### src/rtl/quiz_pkg.sv
// Shared types and helpers for the quiz buzzer arbiter.
// State encoding and a width helper safe for small player counts.
package quiz_pkg;

    localparam logic [1:0] ENC_IDLE    = 2'd0;
    localparam logic [1:0] ENC_ARMED   = 2'd1;
    localparam logic [1:0] ENC_LOCKED  = 2'd2;
    localparam logic [1:0] ENC_TIMEOUT = 2'd3;

    typedef enum logic [1:0] {
        ST_IDLE    = ENC_IDLE,
        ST_ARMED   = ENC_ARMED,
        ST_LOCKED  = ENC_LOCKED,
        ST_TIMEOUT = ENC_TIMEOUT
    } state_t;

    function automatic int clog2_safe(input int n);
        return (n <= 2) ? 1 : $clog2(n);
    endfunction

endpackage

### src/rtl/quiz_rr_pick.sv
// Combinational rotating-priority picker.
// Grants the first request at or above ptr, wrapping modulo N.
module quiz_rr_pick
    import quiz_pkg::*;
#(
    parameter int N   = 8,
    parameter int IDW = clog2_safe(N)
) (
    input  logic [N-1:0]   req,
    input  logic [IDW-1:0] ptr,
    output logic [N-1:0]   gnt_onehot,
    output logic [IDW-1:0] gnt_id,
    output logic           any
);

    logic [IDW-1:0] idx;

    // scan from ptr upward, first hit wins
    always_comb begin
        gnt_onehot = '0;
        gnt_id     = '0;
        any        = 1'b0;
        idx        = '0;
        for (int k = 0; k < N; k++) begin
            idx = IDW'((int'(ptr) + k) % N);
            if (!any && req[idx]) begin
                any             = 1'b1;
                gnt_id          = idx;
                gnt_onehot[idx] = 1'b1;
            end
        end
    end

endmodule

### src/rtl/quiz_buzzer_arbiter.sv
// N-player fastest-finger-first arbiter with rotating tie-break.
// Optional false-start disqualification: QUIZ_FALSE_START_EN.
module quiz_buzzer_arbiter
    import quiz_pkg::*;
#(
    parameter int N_PLAYERS      = 8,
    parameter int SYNC_STAGES    = 2,
    parameter int TIMEOUT_CYCLES = 0,
    parameter int IDW            = clog2_safe(N_PLAYERS)
) (
    input  logic                 clk,
    input  logic                 preset,
    input  logic                 arm,
    input  logic                 clear,
    input  logic [N_PLAYERS-1:0] btn,
    output logic [1:0]           state,
    output logic                 winner_valid,
    output logic [IDW-1:0]       winner_id,
    output logic [N_PLAYERS-1:0] winner_onehot,
    output logic                 timeout
`ifdef QUIZ_FALSE_START_EN
    ,
    output logic [N_PLAYERS-1:0] disq
`endif
);

    localparam int TW = clog2_safe(TIMEOUT_CYCLES + 1);

    state_t               state_q;
    state_t               state_d;
    logic [N_PLAYERS-1:0] sync_q [SYNC_STAGES];
    logic [N_PLAYERS-1:0] sync_prev;
    logic [N_PLAYERS-1:0] press;
    logic [N_PLAYERS-1:0] req;
    logic [N_PLAYERS-1:0] pick_onehot;
    logic [IDW-1:0]       pick_id;
    logic                 pick_any;
    logic [IDW-1:0]       ptr_q;
    logic [TW-1:0]        timer_q;
    logic                 timer_expire;
    logic                 lock_en;
    logic                 load_timer;
    logic [IDW-1:0]       id_q;
    logic [N_PLAYERS-1:0] onehot_q;

    // button synchroniser chain
    always_ff @(posedge clk or posedge preset) begin
        if (preset) begin
            for (int s = 0; s < SYNC_STAGES; s++) sync_q[s] <= '0;
        end else begin
            sync_q[0] <= btn;
            for (int s = 1; s < SYNC_STAGES; s++) sync_q[s] <= sync_q[s-1];
        end
    end

    // edge history for rising-edge detect
    always_ff @(posedge clk or posedge preset) begin
        if (preset) sync_prev <= '0;
        else        sync_prev <= sync_q[SYNC_STAGES-1];
    end

    assign press = sync_q[SYNC_STAGES-1] & ~sync_prev;

`ifdef QUIZ_FALSE_START_EN
    logic [N_PLAYERS-1:0] disq_q;

    // latch false starts in IDLE, drop them when a round is closed
    always_ff @(posedge clk or posedge preset) begin
        if (preset)                           disq_q <= '0;
        else if (clear && state_q != ST_IDLE) disq_q <= '0;
        else if (state_q == ST_IDLE)          disq_q <= disq_q | press;
    end

    assign disq = disq_q;
    assign req  = press & ~disq_q;
`else
    assign req  = press;
`endif

    quiz_rr_pick #(
        .N   (N_PLAYERS),
        .IDW (IDW)
    ) u_pick (
        .req        (req),
        .ptr        (ptr_q),
        .gnt_onehot (pick_onehot),
        .gnt_id     (pick_id),
        .any        (pick_any)
    );

    assign timer_expire = (TIMEOUT_CYCLES != 0) && (timer_q == TW'(1));

    // state register
    always_ff @(posedge clk or posedge preset) begin
        if (preset) state_q <= ST_IDLE;
        else        state_q <= state_d;
    end

    // next-state logic; clear overrides everything
    always_comb begin
        state_d = state_q;
        if (clear) begin
            state_d = ST_IDLE;
        end else begin
            unique case (state_q)
                ST_IDLE:  if (arm) state_d = ST_ARMED;
                ST_ARMED: begin
                    if (pick_any)          state_d = ST_LOCKED;
                    else if (timer_expire) state_d = ST_TIMEOUT;
                end
                default:  state_d = state_q;
            endcase
        end
    end

    // output and strobe decode from the registered state
    always_comb begin
        winner_valid = 1'b0;
        timeout      = 1'b0;
        lock_en      = 1'b0;
        load_timer   = 1'b0;
        unique case (state_q)
            ST_IDLE:    load_timer   = arm && !clear;
            ST_ARMED:   lock_en      = pick_any && !clear;
            ST_LOCKED:  winner_valid = 1'b1;
            ST_TIMEOUT: timeout      = 1'b1;
            default:    winner_valid = 1'b0;
        endcase
    end

    // winner registers and rotating pointer
    always_ff @(posedge clk or posedge preset) begin
        if (preset) begin
            id_q     <= '0;
            onehot_q <= '0;
            ptr_q    <= '0;
        end else if (clear) begin
            id_q     <= '0;
            onehot_q <= '0;
        end else if (lock_en) begin
            id_q     <= pick_id;
            onehot_q <= pick_onehot;
            ptr_q    <= (pick_id == IDW'(N_PLAYERS - 1)) ? '0
                                                         : pick_id + IDW'(1);
        end
    end

    // answer timer: loaded on arm, counts down while armed
    always_ff @(posedge clk or posedge preset) begin
        if (preset) begin
            timer_q <= '0;
        end else if (load_timer) begin
            timer_q <= TW'(TIMEOUT_CYCLES);
        end else if (state_q == ST_ARMED && timer_q != '0) begin
            timer_q <= timer_q - TW'(1);
        end
    end

    assign state         = state_q;
    assign winner_id     = id_q;
    assign winner_onehot = onehot_q;

endmodule
### config.mk
export PLATFORM = sky130hd
export DESIGN_NAME = quiz_buzzer_arbiter
export DESIGN_NICKNAME = d
export VERILOG_FILES = /design/src/rtl/quiz_pkg.sv /design/src/rtl/quiz_rr_pick.sv /design/src/rtl/quiz_buzzer_arbiter.sv
export SDC_FILE = /design/constraint.sdc
export NUM_CORES = 1
export LEC_CHECK = 0
export ABC_AREA = 1
export ABC_CLOCK_PERIOD_IN_PS = 5900
export CAP_MARGIN = 10
export CORE_AREA = 2 2 106 108
export CTS_BUF_LIST = sky130_fd_sc_hd__clkbuf_4 sky130_fd_sc_hd__clkbuf_8
export DETAILED_ROUTE_END_ITERATION = 16
export DIE_AREA = 0 0 108 110
export MAX_ROUTING_LAYER = met4
export PLACE_DENSITY = 0.42
export SLEW_MARGIN = 20
export SYNTH_ARGS = -nofsm -noshare
export SYNTH_HDL_FRONTEND = slang
export SYNTH_HIERARCHICAL = 1
export SYNTH_SLANG_ARGS = --single-unit
export TNS_END_PERCENT = 1
### constraint.sdc
create_clock -name clk -period 5.9 [get_ports clk]
set_input_delay 1.475 -clock clk [delete_from_list [all_inputs] [get_ports clk]]
set_output_delay 1.475 -clock clk [all_outputs]
set_load 0.005 [all_outputs]
==> run_results.csv <==
group,metric,value,unit
clock_tree,cts_tree,"yes",
yosys,yosysSeqAreaShare,33.7,%
place,hpwl,6.02,mm
yosys,synthesis.area,2970,µm²
sta,setup_ws,1500,ps
routing,ant_nets,0,
routing,drc,0,
critical_path,startpoint_type,"flop",
yosys,synth.most_common_cell,"nand3_1",
yosys,syn_nets,442,
run_status,status,"finished, final reports clean",
finish,n_antenna_cell,0,
yosys,avgSynthCellArea,7.04,µm²
yosys,synthTopCellsByCount,"nand3_1, nand2_1, nor2_1",
power,power_leakage,1.62,nW
global_routing,overflow,0,
sta,fin_crit,4400,ps
clock_tree,cts_max_level,2,
sta,hold_violations,0,
critical_path,cp.required,6080,ps
yosys,syn_inst,422,
sta,rsz0062_at_grt,"no",
critical_path,path_class,"flop to flop",
global_routing,grt.total_usage,14.8,%
global_routing,grt_max_degree,41,
place,place_ws,1570,ps
finish,area_growth,13.5,%
critical_path,crit_path_end_kind,"flop",
clock_tree,clock-sinks,40,
routing,wl_per_cell,14.1,µm
yosys,synthFlopType,"dfrtp_1",
sta,worstMarginPinSlew,928,ps
yosys,synth_area_leader_cell,"dfrtp_1",
clock_tree,cts_resized,0,
hold_path,hold_class,"flop to flop",
sta,min_period_over_period,74.6,%
finish,fin_nets,453,
clock_tree,postCtsHoldBufs,0,
routing,finalWirelength,8.07,mm
place,globalplace.congestion,0.927,
yosys,yosysTopAreaCellShare,33.7,%
clock_tree,clkTransAtPathRegs,80,ps
place,port_buffers,26,
sta,finalSetupViolations,0,
sta,skew,6.20,ps
critical_path,reg2reg_setup_slack,1500,ps
global_routing,first_global_vias,2604,
routing,dr_total_vias,2860,
routing,routed_via_density,4.98,
power,ir_drop,0.000187,V
power,power,1.93,mW
floorplanning,rows,38,
global_routing,antenna_found_initial,0,
clock_tree,cts_root_buf,"clkbuf_8",
routing,first_iter_violations,230,
clock_tree,post_cts_buffers,0,
floorplanning,ios,27,
finish,drive_above_1_share,11.1,%
routing,dr.pass1.iters,5,
yosys,synth.area.top_cells,"dfrtp_1, nand3_1, nand2_1, nor2_1, inv_1",
yosys,yosys_register_bits,40,
sta,slew_headroom,38.1,%
critical_path,crit_arrival,4590,ps
sta,slew_violations,0,
critical_path,cp_max_fo,27,
floorplanning,die_y,110,µm
floorplanning,die_area,11900,µm²
yosys,synth-edff-count,0,
power,powerDensity,573,nW/µm²
sta,setup_tns,0,ps
floorplanning,coreArea,10700,µm²
sta,fmax,227,MHz
floorplanning,die_w,108,µm
floorplanning,start_util,27.8,%
clock_tree,numCtsBuffers,5,
global_routing,grt_pass1_wl,13.5,mm
run,cap_violations,0,
yosys,synth_cell_types,29,
yosys,synthArstFlopShare,100,%
yosys,yosys_warnings,6,
clock_tree,clk_latency,290,ps
clock_tree,max-clock-path-buffers,2,
==> sequential cells by signal, indices dropped and copies added (netlist names) <==
name / count
ptr_q: 3
winner_onehot: 8
sync_q: 16
state: 2
sync_prev: 8
winner_id: 3
==> worst max-delay path, stage by stage, from the launching register on <==
cell	delay [ps]
dfrtp_1	960
inv_4	280
ha_1	580
inv_2	300
nand3_1	150
nand3_1	140
nand2_2	160
nor2_2	130
nand4_2	260
nor2_4	470
nand4_1	150
nand3_1	190
ha_1	160
ha_1	210
nand3_1	80
nand2_1	50
==> worst paths after layout <==
kind	startpoint	end	depth (start not counted)
worst max-delay path	ptr_q[0]$_DFFE_PP0P_	ptr_q[2]$_DFFE_PP0P_	15
worst min-delay path	sync_q[9]$_DFF_PP0_	sync_q[1]$_DFF_PP0_	0
worst max register to register	ptr_q[0]$_DFFE_PP0P_	ptr_q[2]$_DFFE_PP0P_	15
worst min register to register	sync_q[9]$_DFF_PP0_	sync_q[1]$_DFF_PP0_	0
max in group asynchronous	preset	sync_q[15]$_DFF_PP0_	3
min in group asynchronous	preset	sync_q[9]$_DFF_PP0_	3
==> report_power, final <==
| group | total (mW) | internal, mW | switching, mW |
|---|---|---|---|
| combinational | 1.32 | 0.380 | 0.941 |
| clock | 0.236 | 0.138 | 0.0980 |
| sequential | 0.376 | 0.307 | 0.0694 |
| total | 1.93 | 0.825 | 1.11 |
==> per-stage QoR <==
stage / utilization (%) / instances / hold WS (ps) / instance area [µm²]
finish: 31.5 / 574 / 351 / 3370
global route: 31.5 / 574 / 359 / 3370
CTS: 31.5 / 574 / 354 / 3370
detailed placement: 30.4 / 566 / 335 / 3250
global placement: 30.4 / 566 / 332 / 3250
floorplan: - / 422 / 331 / 2970
==> final cells by class <==
cell class | count | area [µm²]
clock buffers | 6 | 82.6
clock inverters | 2 | 38.8
fillers | 1150 | 7330
inverters | 46 | 175
multi-input cells | 312 | 1620
flip-flops and latches | 40 | 1000
well taps | 140 | 175
repair buffers | 28 | 275
==> cells in the final DEF (no fill, tap or decap), types with 2 or more instances in the layout <==
cell type and count:
nand3_1 102, nand2_1 81, nor2_1 44, dfrtp_1 40
inv_1 35, clkdlybuf4s50_1 26, nor3_1 26, nand3_2 11
nand4_1 11, inv_2 8, ha_1 8, clkbuf_8 6
o21ai_0 5, nand2_2 5, nor2_4 4, nor2_2 4
nand2_4 2, buf_4 2, clkinv_1 2, o21bai_1 2
==> cell families after synthesis <==
group	after synthesis	synth area share [%]
compound gates	9	1.73
xor+xnor	1	0.927
fa+ha+maj	8	3.37
buf+inv	70	11.6
flops	40	33.7
simple gates	294	48.7
==> metal layers <==
metal	vias up	track usage [%]	routed length, µm
li1	1404	-	-
met3	19	1.29	444
met5	-	-	0
met2	116	22.6	3520
met4	0	6.78	262
met1	1321	20.0	3830
Note: power is estimated with default switching activity, not from simulation.
